## config.mk

```make
export PLATFORM = sky130hd
export DESIGN_NAME = booth_divider_seq_flat
export DESIGN_NICKNAME = d
export VERILOG_FILES = /design/src/rtl/booth_divider_seq_if.sv /design/src/rtl/booth_divider_seq.sv /design/src/flat_wrapper.sv
export SDC_FILE = /design/constraint.sdc
export NUM_CORES = 1
export LEC_CHECK = 0
export ABC_AREA = 1
export CAP_MARGIN = 20
export CORE_ASPECT_RATIO = 0.7
export CORE_MARGIN = 2
export CORE_UTILIZATION = 59
export DETAILED_ROUTE_END_ITERATION = 16
export PLACE_DENSITY = 0.84
export SLEW_MARGIN = 10
export SYNTH_ARGS = -nofsm -noshare
export SYNTH_HDL_FRONTEND = slang
export SYNTH_SLANG_ARGS = --single-unit
```

## constraint.sdc

```tcl
create_clock -name clk -period 4.1 [get_ports clk]
set_input_delay 0.82 -clock clk [delete_from_list [all_inputs] [get_ports clk]]
set_output_delay 0.82 -clock clk [all_outputs]
set_load 0.01 [all_outputs]
```

## src/rtl/booth_divider_seq_if.sv

```systemverilog
// Start/done handshake and result bus for booth_divider_seq.
// The DUT connects through the slave modport and the requester through master.
interface booth_divider_seq_if #(
    parameter int unsigned WIDTH = 4
);
    logic             start;
    logic [WIDTH-1:0] dividend;
    logic [WIDTH-1:0] divisor;
    logic             busy;
    logic             done;
    logic [WIDTH-1:0] quotient;
    logic [WIDTH-1:0] remainder;
    logic             div_by_zero;
    logic             overflow;

    modport master (
        output start, dividend, divisor,
        input  busy, done, quotient, remainder, div_by_zero, overflow
    );

    modport slave (
        input  start, dividend, divisor,
        output busy, done, quotient, remainder, div_by_zero, overflow
    );
endinterface

```

## src/rtl/booth_divider_seq.sv

```systemverilog
// Sequential signed restoring divider: one shift/trial-subtract step per cycle on
// the unsigned magnitudes, then a sign-fix cycle that registers the results.
module booth_divider_seq #(
    parameter int unsigned WIDTH = 4
) (
    input  logic                   clk,
    input  logic                   rst,
    booth_divider_seq_if.slave     bus
);
    localparam int unsigned CW = $clog2(WIDTH + 1);

    typedef enum logic [1:0] {S_IDLE, S_RUN, S_FIX} state_t;

    state_t           r_state;
    state_t           w_next;
    logic [WIDTH-1:0] r_a;
    logic [WIDTH-1:0] r_q;
    logic [WIDTH-1:0] r_m;
    logic [WIDTH-1:0] r_dvd;
    logic [CW-1:0]    r_cnt;
    logic             r_sign_q;
    logic             r_sign_r;
    logic             r_dz;
    logic             r_ovf;
    logic             r_busy;
    logic             r_done;
    logic [WIDTH-1:0] r_quot;
    logic [WIDTH-1:0] r_rem;
    logic             r_dz_o;
    logic             r_ovf_o;

    logic [WIDTH-1:0] w_abs_dvd;
    logic [WIDTH-1:0] w_abs_dvs;
    logic [WIDTH:0]   w_ash;
    logic [WIDTH:0]   w_trial;
    logic             w_is_ovf;

    always_comb begin
        w_abs_dvd = bus.dividend[WIDTH-1] ? -bus.dividend : bus.dividend;
        w_abs_dvs = bus.divisor[WIDTH-1]  ? -bus.divisor  : bus.divisor;
        w_is_ovf  = (bus.dividend == {1'b1, {(WIDTH-1){1'b0}}}) && (bus.divisor == '1);
        // A stays below M, so its top bit is always 0 between steps; only the
        // shifted/trial values need the extra bit.
        w_ash     = {r_a, r_q[WIDTH-1]};
        w_trial   = w_ash - {1'b0, r_m};
    end

    always_comb begin
        w_next = r_state;
        case (r_state)
            S_IDLE: if (bus.start) w_next = (bus.divisor == '0) ? S_FIX : S_RUN;
            S_RUN:  if (r_cnt == CW'(1)) w_next = S_FIX;
            S_FIX:  w_next = S_IDLE;
            default: w_next = S_IDLE;
        endcase
    end

    always_ff @(posedge clk) begin
        if (rst) begin
            r_state <= S_IDLE;
        end else begin
            r_state <= w_next;
        end
    end

    always_ff @(posedge clk) begin
        if (rst) begin
            r_a      <= '0;
            r_q      <= '0;
            r_m      <= '0;
            r_dvd    <= '0;
            r_cnt    <= '0;
            r_sign_q <= 1'b0;
            r_sign_r <= 1'b0;
            r_dz     <= 1'b0;
            r_ovf    <= 1'b0;
            r_busy   <= 1'b0;
            r_done   <= 1'b0;
            r_quot   <= '0;
            r_rem    <= '0;
            r_dz_o   <= 1'b0;
            r_ovf_o  <= 1'b0;
        end else begin
            r_busy <= (w_next != S_IDLE);
            r_done <= (r_state == S_FIX);
            case (r_state)
                S_IDLE: begin
                    if (bus.start) begin
                        r_a      <= '0;
                        r_q      <= w_abs_dvd;
                        r_m      <= w_abs_dvs;
                        r_dvd    <= bus.dividend;
                        r_cnt    <= CW'(WIDTH);
                        r_sign_q <= bus.dividend[WIDTH-1] ^ bus.divisor[WIDTH-1];
                        r_sign_r <= bus.dividend[WIDTH-1];
                        r_dz     <= (bus.divisor == '0);
                        r_ovf    <= w_is_ovf;
                    end
                end
                S_RUN: begin
                    if (!w_trial[WIDTH]) begin
                        r_a <= w_trial[WIDTH-1:0];
                        r_q <= {r_q[WIDTH-2:0], 1'b1};
                    end else begin
                        r_a <= w_ash[WIDTH-1:0];
                        r_q <= {r_q[WIDTH-2:0], 1'b0};
                    end
                    r_cnt <= r_cnt - CW'(1);
                end
                S_FIX: begin
                    if (r_dz) begin
                        r_quot  <= '1;
                        r_rem   <= r_dvd;
                        r_dz_o  <= 1'b1;
                        r_ovf_o <= 1'b0;
                    end else begin
                        r_quot  <= r_sign_q ? -r_q : r_q;
                        r_rem   <= r_sign_r ? -r_a : r_a;
                        r_dz_o  <= 1'b0;
                        r_ovf_o <= r_ovf;
                    end
                end
                default: ;
            endcase
        end
    end

    assign bus.busy        = r_busy;
    assign bus.done        = r_done;
    assign bus.quotient    = r_quot;
    assign bus.remainder   = r_rem;
    assign bus.div_by_zero = r_dz_o;
    assign bus.overflow    = r_ovf_o;
endmodule

```

## src/flat_wrapper.sv

```systemverilog
// flat-port wrapper written by rule: the top's interface ports become plain ports
module booth_divider_seq_flat 
#(
    parameter int unsigned WIDTH = 4
)
  (clk, rst, bus_start, bus_dividend, bus_divisor, bus_busy, bus_done, bus_quotient, bus_remainder, bus_div_by_zero, bus_overflow);
  booth_divider_seq_if #(.WIDTH(WIDTH)) bus_i ();
  input  logic clk;
  input  logic rst;
  input wire logic [$bits(bus_i.start)-1:0] bus_start;
  input wire logic [$bits(bus_i.dividend)-1:0] bus_dividend;
  input wire logic [$bits(bus_i.divisor)-1:0] bus_divisor;
  output wire logic [$bits(bus_i.busy)-1:0] bus_busy;
  output wire logic [$bits(bus_i.done)-1:0] bus_done;
  output wire logic [$bits(bus_i.quotient)-1:0] bus_quotient;
  output wire logic [$bits(bus_i.remainder)-1:0] bus_remainder;
  output wire logic [$bits(bus_i.div_by_zero)-1:0] bus_div_by_zero;
  output wire logic [$bits(bus_i.overflow)-1:0] bus_overflow;
  assign bus_i.start = bus_start;
  assign bus_i.dividend = bus_dividend;
  assign bus_i.divisor = bus_divisor;
  assign bus_busy = bus_i.busy;
  assign bus_done = bus_i.done;
  assign bus_quotient = bus_i.quotient;
  assign bus_remainder = bus_i.remainder;
  assign bus_div_by_zero = bus_i.div_by_zero;
  assign bus_overflow = bus_i.overflow;
  booth_divider_seq #(.WIDTH(WIDTH)) u_core (.clk(clk), .rst(rst), .bus(bus_i));
endmodule
```

=== After elaboration in Yosys (flattened, before gate mapping) ===
Index checks and enable logic that the tools add are counted.

* Flip-flop bits (word level): 37
* Logic and storage cells: 56
* Input port bits: 11
* Output and inout port bits: 12

* Reductions and logical operators: 7
* Eq/ne operators: 6
* Add/subtract/negate cells: 6
* Multiplexer cells: 20
* Bitwise logic cells: 1

{| class="wikitable"
|+ Operators by type and width
! cell !! number
|-
| $mux 4 || 9
|-
| $neg 4->4 || 4
|-
| $pmux 4 s2 || 2
|-
| $eq 4x4->1 const B || 2
|-
| $mux 2 || 3
|-
| $pmux 3 s2 || 1
|-
| $sub 5x4->5 || 1
|-
| $logic_not 4->1 || 1
|-
| $pmux 2 s2 || 1
|-
| $reduce_and 2->1 || 2
|-
| $reduce_bool 2->1 || 2
|-
| $eq 3x1->1 const B || 1
|-
| $mux 1 || 3
|-
| $mux 3 || 1
|-
| $sub 3x1->3 const B || 1
|-
| $eq 2x1->1 const B || 1
|-
| $eq 2x2->1 const B || 1
|-
| $logic_not 2->1 || 1
|-
| $ne 2x2->1 const B || 1
|-
| $logic_and 1x1->1 || 1
|-
| $xor 1x1->1 || 1
|}

=== Logic depth before layout (Yosys ltp) ===
* Depth after elaboration: 5
* Depth in mapped cells: 12
* Depth with buffers taken out: 12

=== Worst setup path before layout ===
Ideal clock, no wire load.

* Path kind: register -> register
* Start point: register u_core.r_q[3]
* End point: register u_core.r_a[3]
* Period minus slack after synthesis: 1,705 ps
* Data arrival time: 1,568 ps
* Setup slack: 2,395 ps
* Stages on the path, launching flop included: 13
* Path buffers: 0
* Data required time: 3,963 ps
* Library setup time: 137 ps
* Cell sequence: dfxtp_1 -> inv_1 -> ha_1 -> inv_1 -> fa_1 -> nand2_1 -> nand2_1 -> nand2_1 -> nand2_1 -> nand2_1 -> nand2_1 -> nand3_1 -> a21oi_1

* Word-level cells in the longest chain between the ends: 3

{| class="wikitable"
|+ RTL lines
! what !! line !! text
|-
| start, declared || booth_divider_seq.sv:17 || <nowiki>logic [WIDTH-1:0] r_q;</nowiki>
|-
| start signal, assigned || booth_divider_seq.sv:90 || <nowiki>r_q <= w_abs_dvd;</nowiki>
|-
| start signal, assigned || booth_divider_seq.sv:103 || <nowiki>r_q <= {r_q[WIDTH-2:0], 1'b1};</nowiki>
|-
| start signal, assigned || booth_divider_seq.sv:106 || <nowiki>r_q <= {r_q[WIDTH-2:0], 1'b0};</nowiki>
|-
| $sub 5x4->5 || booth_divider_seq.sv:45 || <nowiki>w_trial = w_ash - {1'b0, r_m};</nowiki>
|-
| $mux 4 || booth_divider_seq.sv:101 || <nowiki>if (!w_trial[WIDTH]) begin</nowiki>
|-
| $pmux 4 s2 || booth_divider_seq.sv:86 || <nowiki>case (r_state)</nowiki>
|-
| end signal, assigned || booth_divider_seq.sv:102 || <nowiki>r_a <= w_trial[WIDTH-1:0];</nowiki>
|-
| end signal, assigned || booth_divider_seq.sv:105 || <nowiki>r_a <= w_ash[WIDTH-1:0];</nowiki>
|-
| end, declared || booth_divider_seq.sv:16 || <nowiki>logic [WIDTH-1:0] r_a;</nowiki>
|}

No other way between the ends.
A chain may end at the register's enable or synchronous reset.

=== Final worst setup path ===
* Start point: register u_core.r_quot[3] (netlist: u_core.bus.quotient[3])
* End point: output bus_quotient[3]

{| class="wikitable"
|+ RTL lines
! what !! line !! text
|-
| start, declared || booth_divider_seq.sv:27 || <nowiki>logic [WIDTH-1:0] r_quot;</nowiki>
|-
| start signal, assigned || booth_divider_seq.sv:117 || <nowiki>r_quot <= r_sign_q ? -r_q : r_q;</nowiki>
|-
| end, declared || flat_wrapper.sv:15 || <nowiki>output wire logic [$bits(bus_i.quotient)-1:0] bus_quotient;</nowiki>
|}

No word-level cell between the ends.

==> flow_summary_export.csv <==
group,metric,value,unit
run_status,status,"finished clean",
timing,worst_pin_slew,0.531,ns
final_layout,final_nets,285,
timing,period_minus_slack,1.98,ns
setup_path,critPathMaxFanout,2,
timing,tns,0,ns
setup_path,arrival,1.16,ns
setup_path,crit_path_start_kind,"register",
yosys,yosysSeqAreaShare,0.386,
drt,post_drt_via_cell_ratio,5.41,
die,io-pin-count,23,
grt,grt_util_all_layers,0.245,
setup_path,max_stage_delay,0.54,ns
yosys,synth.area.top_cells,"dfxtp_1 (39%), nand2_1 (8.2%), ha_1 (7.4%)",
flow_run,drv_cap,0,
yosys,syn_area_per_cell,7.75,um^2
clock_network,clkLatencyLatePin,0.29,ns
placement,io_buffers,22,
power,irDropWorstVdd,0.000225,V
yosys,synth_edf_count,0,
final_layout,multiInputGateArea,966,um^2
die,dieHeight,51.1,um
power,p_leak,0.914,nW
clock_network,cts_tree,"yes",
timing,fmax,0.505,GHz
die,dieArea,0.00364,mm^2
timing,slew_violations,0,
setup_path,cp.required,3.28,ns
yosys,ys_top_cells_by_count,"nand2_1 (41), dfxtp_1 (36), inv_1 (30), a21oi_1 (22), nor2_1 (20)",
clock_network,hold_buffers,0,
timing,setup_viol,0,
setup_path,path_buf_inv,1,
yosys,synthArstFlopShare,0,
hold_path,hold_path.startpoint,"u_core.bus.remainder[2]$_SDFFE_PP0P_",
grt,antenna_found_initial,0,
setup_path,worstPathCellList,"clkdlybuf4s50_1",
timing,hold_viol,0,
drt,drtPass1Iterations,4,
yosys,mappedNetlistArea,0.00187,mm^2
timing,finalCritPeriodShare,0.483,
timing,slew_headroom,0.645,
drt,ant_nets,0,
drt,post-route-drc-count,0,
die,coreArea,0.00308,mm^2
clock_network,numCtsBuffers,5,
power,total_power,0.877,mW
final_layout,final-seq-area,721,um^2
grt,grt_pass1_vias,1481,
yosys,synth_seq_cells,36,
die,rows,17,
grt,overflow,0,
yosys,syn_nets,264,
yosys,synth_top_area_share,0.386,
setup_path,reg2reg_from,"u_core.r_q[3]$_SDFFE_PP0P_",
clock_network,root_buffer,"clkbuf_8",
clock_network,post_cts_buffers,0,
final_layout,area.growth.synth_to_final,16.9,%
clock_network,cts_buffer_depth,2,
clock_network,htree_num_levels,2,
yosys,ys_warn_count,0,
power,powerDensity,402,mW/mm^2
yosys,synth_ff_type,"dfxtp_1",
setup_path,crit_family,"buffers and inverters",
timing,fin_hold_ws,0.464,ns
setup_path,crit_slowest_cell,"clkdlybuf4s50_1",
clock_network,cts_resized,0,
timing,skew,0.00468,ns
setup_path,cp-end-kind,"primary output",
grt,grt_pass1_wl,6870,um
placement,gp_congestion,0.827,
setup_path,crit_type,"register to primary output",
die,start_util,0.605,
grt,grt_max_degree,26,
final_layout,fill_cells,243,
clock_network,clk_pin_slew,0.07,ns
placement,hpwl,2900,um
final_layout,n_antenna_cell,0,
drt,drt-initial-drc-count,110,
yosys,synthCells,241,
die,dieWidth,71.2,um
timing,rsz0062_at_grt,"false",
yosys,synthDistinctLibCells,34,
final_layout,drive_gt1_frac,0.0875,
clock_network,clock-sinks,36,
yosys,yosys.cell_count.top_type,"nand2_1",
drt,via_count,1627,
drt,totalWireLength,4090,um
drt,wl_per_cell,13.6,um
yosys,synth_top_cell_by_area,"dfxtp_1",
setup_path,critPathLaunch,"u_core.bus.quotient[3]$_SDFFE_PP0P_",
hold_path,hold_path.class,"register to register",
cell usage in the layout, fill, tap and decap left out, types with 3 or more instances in the layout:
cell             netlist  layout
a211oi_1               3       3
a21oi_1               22      22
a31oi_2                3       3
clkbuf_8               0       6
clkdlybuf4s50_1        0      22
dfxtp_1               36      36
ha_1                  11      11
inv_1                 30      30
inv_2                  3       3
nand2_1               41      41
nand2_2                3       3
nand3_1               12      12
nor2_1                20      20
nor3_1                 4       4
o21ai_0               18      18
xor2_1                 5       5
where the power goes:
part | switching (mW) | internal (mW) | leakage (nW)
clock | 0.124 | 0.137 | 0.0455
sequential | 0.0216 | 0.376 | 0.295
combinational | 0.132 | 0.0860 | 0.574
final timing paths:
| path | to | slack [ns] | cells past startpoint |
|---|---|---|---|
| worst min-delay path | u_core.bus.remainder[2]$_SDFFE_PP0P_ | 0.46 | 2 |
| worst min register to register | u_core.bus.remainder[2]$_SDFFE_PP0P_ | 0.46 | 2 |
| worst max-delay path | bus_quotient[3] | 2.12 | 1 |
| worst max register to register | u_core.r_a[3]$_SDFFE_PP0P_ | 2.18 | 11 |
per-layer routing:
| layer | wire [um] | part of all wire | track usage |
|---|---|---|---|
| met1 | 1980 | 0.48 | 0.352 |
| met3 | 299 | 0.073 | 0.0533 |
| met2 | 1780 | 0.44 | 0.369 |
| met5 | 0 | 0 | 0 |
| met4 | 35 | 0.0086 | 0.0755 |
final cells by class:
type                    count  area share
flip-flops and latches     36       0.330
inverters                  34      0.0596
multi-input cells         162       0.443
clock buffers               8      0.0413
well taps                  38      0.0218
repair buffers             23       0.104
state kept, by name, indices dropped and copies added (netlist names), 2 cells and up:
signal	count
u_core.r_m	4
u_core.r_dvd	3
u_core.r_state	2
u_core.r_a	4
u_core.r_q	4
u_core.r_cnt	3
u_core.bus.remainder	4
u_core.bus.quotient	4
cells by family after synthesis:
family	count (synthesis)	synth area share
simple gates	89	0.225
fa+ha+maj	12	0.0844
compound gates	54	0.176
buf+inv	43	0.0965
xor+xnor	7	0.0328
flops	36	0.386
stage by stage:
stage	setup WS [ns]	cells	cell area [um^2]	util
finish	2.12	301	2180	0.708
global route	1.97	301	2180	0.708
detailed placement	1.93	293	2090	0.678
CTS	2.12	301	2180	0.708
floorplan	2.39	241	1870	-
global placement	1.94	293	2090	0.678
(Power assumes the default switching activity.)
